### config.mk
export PLATFORM = sky130hd
export DESIGN_NAME = vga_scanout
export DESIGN_NICKNAME = d
export VERILOG_FILES = /design/src/rtl/vga_scanout.sv
export SDC_FILE = /design/constraint.sdc
export NUM_CORES = 1
export LEC_CHECK = 0
export CAP_MARGIN = 20
export CELL_PAD_IN_SITES_DETAIL_PLACEMENT = 1
export CELL_PAD_IN_SITES_GLOBAL_PLACEMENT = 2
export CORE_MARGIN = 5
export CORE_UTILIZATION = 44
export CTS_BUF_LIST = sky130_fd_sc_hd__clkbuf_4 sky130_fd_sc_hd__clkbuf_8
export CTS_CLUSTER_SIZE = 40
export DETAILED_ROUTE_END_ITERATION = 10
export DONT_BUFFER_PORTS = 1
export GPL_TIMING_DRIVEN = 0
export PLACE_DENSITY = 0.95
export REMOVE_ABC_BUFFERS = 1
export SLEW_MARGIN = 10
export SYNTH_ARGS = -nofsm -noshare
export SYNTH_HDL_FRONTEND = slang
export SYNTH_SLANG_ARGS = --single-unit
export TNS_END_PERCENT = 20
### constraint.sdc
create_clock -name clk -period 4.15 [get_ports clk]
set_input_delay 0.415 -clock clk [delete_from_list [all_inputs] [get_ports clk]]
set_output_delay 0.415 -clock clk [all_outputs]
set_load 0.005 [all_outputs]
### src/rtl/vga_scanout.sv
// VGA scan-out engine: 640x480@60 timing, pixel-doubled 320x240 RGB565 frame-buffer reads,
// RGB444 + active-low syncs on the pins with a fixed two-tick pipeline.
module vga_scanout #(
    parameter int          CLK_DIV   = 4,
    parameter int          H_ACTIVE  = 640,
    parameter int          H_FP      = 16,
    parameter int          H_SYNC    = 96,
    parameter int          H_BP      = 48,
    parameter int          V_ACTIVE  = 480,
    parameter int          V_FP      = 10,
    parameter int          V_SYNC    = 2,
    parameter int          V_BP      = 33,
    parameter int          FB_WIDTH  = 320,
    parameter logic [31:0] BASE_ADDR = 32'd0
) (
    input  logic        clk,
    input  logic        rst_n,
    output logic        ram_ena,
    output logic        ram_wena,
    output logic [31:0] ram_addr,
    input  logic [15:0] ram_data,
    output logic [3:0]  vga_r,
    output logic [3:0]  vga_g,
    output logic [3:0]  vga_b,
    output logic        vga_hs,
    output logic        vga_vs,
    output logic        vga_de,
    output logic        vblank,
    output logic        frame_done
);

    localparam int H_TOTAL = H_ACTIVE + H_FP + H_SYNC + H_BP;
    localparam int V_TOTAL = V_ACTIVE + V_FP + V_SYNC + V_BP;
    localparam int HW      = $clog2(H_TOTAL);
    localparam int VW      = $clog2(V_TOTAL);
    localparam int DW      = (CLK_DIV > 2) ? $clog2(CLK_DIV) : 1;

    localparam logic [DW-1:0] DIV_LAST  = DW'(CLK_DIV - 1);
    localparam logic [HW-1:0] H_LAST    = HW'(H_TOTAL - 1);
    localparam logic [HW-1:0] H_ACT     = HW'(H_ACTIVE);
    localparam logic [HW-1:0] H_ACT_END = HW'(H_ACTIVE - 1);
    localparam logic [HW-1:0] HS_START  = HW'(H_ACTIVE + H_FP);
    localparam logic [HW-1:0] HS_END    = HW'(H_ACTIVE + H_FP + H_SYNC);
    localparam logic [VW-1:0] V_LAST    = VW'(V_TOTAL - 1);
    localparam logic [VW-1:0] V_ACT     = VW'(V_ACTIVE);
    localparam logic [VW-1:0] V_ACT_END = VW'(V_ACTIVE - 1);
    localparam logic [VW-1:0] VS_START  = VW'(V_ACTIVE + V_FP);
    localparam logic [VW-1:0] VS_END    = VW'(V_ACTIVE + V_FP + V_SYNC);

    logic [DW-1:0] div_cnt_r;
    logic          tick_s;
    logic [HW-1:0] h_cnt_r;
    logic [HW-1:0] h_next_s;
    logic [VW-1:0] v_cnt_r;
    logic [VW-1:0] v_next_s;
    logic          active0_s;
    logic          hs0_s;
    logic          vs0_s;
    logic          last_pix_s;
    logic [31:0]   addr0_s;
    logic          de1_r;
    logic          hs1_r;
    logic          vs1_r;
    logic          unused_data_s;

    assign tick_s        = (div_cnt_r == DIV_LAST);
    assign ram_wena      = 1'b0;
    assign unused_data_s = ^{ram_data[11], ram_data[6:5], ram_data[0]};

    // Next raster position and stage-0 decode of the current position.
    always_comb begin
        h_next_s   = h_cnt_r;
        v_next_s   = v_cnt_r;
        if (h_cnt_r == H_LAST) begin
            h_next_s = {HW{1'b0}};
            if (v_cnt_r == V_LAST) begin
                v_next_s = {VW{1'b0}};
            end else begin
                v_next_s = v_cnt_r + 1'b1;
            end
        end else begin
            h_next_s = h_cnt_r + 1'b1;
        end
        active0_s  = (h_cnt_r < H_ACT) && (v_cnt_r < V_ACT);
        hs0_s      = !((h_cnt_r >= HS_START) && (h_cnt_r < HS_END));
        vs0_s      = !((v_cnt_r >= VS_START) && (v_cnt_r < VS_END));
        last_pix_s = (h_cnt_r == H_ACT_END) && (v_cnt_r == V_ACT_END);
        // Halving both coordinates doubles each frame-buffer pixel in x and y.
        addr0_s    = BASE_ADDR + (32'(v_cnt_r >> 1) * 32'(FB_WIDTH)) + 32'(h_cnt_r >> 1);
    end

    // Pixel-tick divider.
    always_ff @(posedge clk or negedge rst_n) begin
        if (!rst_n) begin
            div_cnt_r <= {DW{1'b0}};
        end else if (tick_s) begin
            div_cnt_r <= {DW{1'b0}};
        end else begin
            div_cnt_r <= div_cnt_r + 1'b1;
        end
    end

    // Stage 0: raster counters plus the vblank view of the row counter.
    always_ff @(posedge clk or negedge rst_n) begin
        if (!rst_n) begin
            h_cnt_r <= {HW{1'b0}};
            v_cnt_r <= {VW{1'b0}};
            vblank  <= 1'b0;
        end else if (tick_s) begin
            h_cnt_r <= h_next_s;
            v_cnt_r <= v_next_s;
            vblank  <= (v_next_s >= V_ACT);
        end
    end

    // Stage 1: RAM address issue; address holds through blanking.
    always_ff @(posedge clk or negedge rst_n) begin
        if (!rst_n) begin
            ram_ena    <= 1'b0;
            ram_addr   <= BASE_ADDR;
            de1_r      <= 1'b0;
            hs1_r      <= 1'b1;
            vs1_r      <= 1'b1;
            frame_done <= 1'b0;
        end else begin
            frame_done <= tick_s && last_pix_s;
            if (tick_s) begin
                ram_ena <= active0_s;
                de1_r   <= active0_s;
                hs1_r   <= hs0_s;
                vs1_r   <= vs0_s;
                if (active0_s) begin
                    ram_addr <= addr0_s;
                end
            end
        end
    end

    // Stage 2: pin registers; RAM data is only sampled while the read was enabled.
    always_ff @(posedge clk or negedge rst_n) begin
        if (!rst_n) begin
            vga_r  <= 4'h0;
            vga_g  <= 4'h0;
            vga_b  <= 4'h0;
            vga_de <= 1'b0;
            vga_hs <= 1'b1;
            vga_vs <= 1'b1;
        end else if (tick_s) begin
            vga_r  <= ram_ena ? ram_data[15:12] : 4'h0;
            vga_g  <= ram_ena ? ram_data[10:7]  : 4'h0;
            vga_b  <= ram_ena ? ram_data[4:1]   : 4'h0;
            vga_de <= de1_r;
            vga_hs <= hs1_r;
            vga_vs <= vs1_r;
        end
    end

endmodule

==> results.sh <==
export IMPL_ys_types=57
export IMPL_syn_area_per_cell_sq_um=9.93
export IMPL_ys_ff_latch=61
export IMPL_cp_num_buf_inv=1
export IMPL_tightest_slew_ps=793
export IMPL_slew_headroom_pct=46.7
export IMPL_grt_setup_unrepaired="false"
export IMPL_async_flop_share_pct=100
export IMPL_insertion_delay_ps=350
export IMPL_antenna_found_initial=0
export IMPL_synth_edff_count=0
export IMPL_ir_worst_vdd_v=0.000153
export IMPL_area_growth_pct=5.81
export IMPL_num_vias=2526
export IMPL_nNetsFinal=398
export IMPL_power_density_mw_per_mm2=322
export IMPL_synth_compound_area_share_pct=11.4
export IMPL_clkSinkCount=61
export IMPL_cellLeakagePower_nw=1.70
export IMPL_io_buffer_count=0
export IMPL_cts_root_buf="clkbuf_8"
export IMPL_ff2ff_setup_slack_ps=1190
export IMPL_hold_depth=2
export IMPL_cts_htree_levels=3
export IMPL_reg2regPathDepth=9
export IMPL_wl_per_cell_um=17.0
export IMPL_crit_path_end_kind="register"
export IMPL_ys_warn_count=0
export IMPL_hold_start="ram_data[7]"
export IMPL_hold_class="in2reg"
export IMPL_arrival_ps=3210
export IMPL_min_period_over_period_pct=71.3
export IMPL_syn_inst=362
export IMPL_synth_largest_area_cell="dfrtp_1"
export IMPL_placed_cell_area_sq_mm=0.00354
export IMPL_drt_iter0_drc=74
export IMPL_drv_slew=0
export IMPL_cts_tree="built"
export IMPL_grt_start_max_net_pins=62
export IMPL_synth_top_area_share_pct=39.7
export IMPL_tns_ps=0
export IMPL_row_count=33
export IMPL_cts_resized=0
export IMPL_regArea_sq_mm=0.00153
export IMPL_cp_required_ps=4400
export IMPL_drc_errors=0
export IMPL_hold_path_end="vga_g[0]$_DFFE_PN0P_"
export IMPL_grt_pass1_wl_mm=13.2
export IMPL_start_kind="register"
export IMPL_track_usage_pct=16.3
export IMPL_status="finished clean"
export IMPL_drv_cap=0
export IMPL_setup_viol=0
export IMPL_final_cell_mix="57 x dfrtp_1, 39 x o21ai_0, 31 x nand2_1"
export IMPL_die_h_um=100
export IMPL_synthesis_area_sq_mm=0.00359
export IMPL_r2r_start="v_cnt_r[2]$_DFFE_PN0P_"
export IMPL_crit_chain="ha_1 -> ha_1 -> inv_1 -> fa_1 -> xnor2_1 -> nor3b_1 -> nand3_1 -> o31a_1 -> o31ai_1"
export IMPL_muxShareOfSynthArea_pct=2.82
export IMPL_cts_clk_slew_worst_paths_ps=80
export IMPL_fmax_mhz=338
export IMPL_dieArea_sq_mm=0.0101
export IMPL_holdWs_ps=214
export IMPL_synth_xor_area_share_pct=6.30
export IMPL_ys_flop_type="dfrtp_1"
export IMPL_globalplace_congestion=0.795
export IMPL_synthAdderAreaFrac_pct=8.77
export IMPL_r2r_end="ram_addr[16]$_DFFE_PN0P_"
export IMPL_crit_top_cell="ha_1"
export IMPL_yosysSeqAreaShare_pct=42.6
export IMPL_place_hpwl_mm=5.33
export IMPL_hold_viol=0
export IMPL_setup_ws_ps=1190
export IMPL_wirelength_mm=7.91
export IMPL_fin_crit_ps=2960
export IMPL_final_common_cell="dfrtp_1"
export IMPL_slowest_delay_ps=510
export IMPL_synth_area_leaders="dfrtp_1 40%, ha_1 7.7%, o21ai_0 5.4%"
export IMPL_die_w_um=100
export IMPL_start_util_pct=44.4
export IMPL_core_area_sq_mm=0.00809
export IMPL_antenna_left=0
export IMPL_grt_pass1_vias=2678
export IMPL_multi_input_area_sq_mm=0.00177
export IMPL_cts_max_path_buffers=2
export IMPL_diodes=0
export IMPL_drive_above_1_share_pct=12.2
export IMPL_gr_total_overflow=0
export IMPL_crit_fanout=11
export IMPL_synth_top_family_by_area="simple AND/OR/NAND/NOR gates"
export IMPL_fill_cells=932
export IMPL_place_worst_setup_slack_ps=1200
export IMPL_power_mw=1.22
export IMPL_design_area_sq_mm=0.00380
export IMPL_crit_type="reg2reg"
export IMPL_yosys_area_share_simple_pct=18.4
export IMPL_via_per_inst=5.42
export IMPL_cts_buffers=9
export IMPL_crit_family="adder cells"
export IMPL_crit_path_top_delay_cell="dfrtp_1"
export IMPL_pin_count=69
export IMPL_finClkSkew_ps=18.3
export IMPL_first_pass_iters=4
==> stage by stage <==
step	utilization (%)	instances
after floorplan	-	342
after global placement	43.6	447
after detailed placement	43.8	448
after CTS	47.0	466
after global routing	47.0	466
final	47.0	466
==> state kept, by name (all words and copies together), names as in the netlist <==
| name | flops |
|---|---|
| vga_de | 1 |
| vga_r | 4 |
| v_cnt_r | 10 |
| frame_done | 1 |
| div_cnt_r | 2 |
| vs1_r | 1 |
| vblank | 1 |
| de1_r | 1 |
| ram_addr | 19 |
| hs1_r | 1 |
| vga_g | 4 |
| h_cnt_r | 10 |
| vga_b | 4 |
| vga_hs | 1 |
| vga_vs | 1 |
==> power by group <==
group / total [mW] / switching [mW] / leakage (nW) / internal [mW]
Clock: 0.596 / 0.256 / 0.106 / 0.340
Combinational: 0.0231 / 0.0178 / 0.820 / 0.00528
Sequential: 0.605 / 0.00474 / 0.775 / 0.600
==> synthesized netlist by cell type (4+ instances only) <==
cell type and count:
a21o_1 4, ha_1 22, nor2_1 15, dfstp_2 4
o211ai_1 4, xnor2_1 19, o21ai_0 39, nand4_1 7
xor2_1 5, inv_1 26, a21oi_1 4, nand2_1 31
o31ai_1 5, buf_4 14, buf_6 9, mux2_2 9
dfrtp_1 57, nand3_1 24, nor2b_1 5, clkbuf_1 7
==> area by class of cell <==
| cell class | count | share of cell area (%) |
|---|---|---|
| Sequential cell | 61 | 40.3 |
| Tap cell | 105 | 3.45 |
| Timing Repair Buffer | 3 | 1.38 |
| Inverter | 26 | 2.57 |
| Clock inverter | 7 | 2.57 |
| Multi-Input combinational cell | 255 | 46.5 |
| Clock buffer | 9 | 3.26 |
==> what timing repair did <==
item	4_1_cts	5_1_grt
hold endpoints to repair	61	0
buffers inserted	0	0
hold buffers	2	0
endpoints found under the setup margin	0	0
==> metal layers <==
layer	vias to the layer above	routed length, um	global-route usage [%]
met4	0	93	4.87
met2	54	4180	27.4
met5	-	0	0
met1	1248	3360	20.5
li1	1211	-	-
met3	13	283	4.31
==> cell families after synthesis <==
family	Yosys count
XOR/XNOR	25
adder cells (fa/ha/maj)	24
buffers and inverters	59
flip-flops	61
AND/OR/NAND/NOR	115
other	1
AO/OA/AOI/OAI	68
multiplexers	9
==> worst max-delay path by stage <==
stage                            from                  endpoint  cells after the start
2_1_floorplan  div_cnt_r[0]$_DFF_PN0_  ram_addr[17]$_DFFE_PN0P_                      4
3_3_place_gp   div_cnt_r[0]$_DFF_PN0_  ram_addr[17]$_DFFE_PN0P_                      4
3_5_place_dp   v_cnt_r[2]$_DFFE_PN0P_  ram_addr[16]$_DFFE_PN0P_                      9
4_1_cts        v_cnt_r[2]$_DFFE_PN0P_  ram_addr[16]$_DFFE_PN0P_                      9
5_1_grt        v_cnt_r[2]$_DFFE_PN0P_  ram_addr[16]$_DFFE_PN0P_                      9
6_report       v_cnt_r[2]$_DFFE_PN0P_  ram_addr[16]$_DFFE_PN0P_                      9
(Power assumes the default switching activity.)
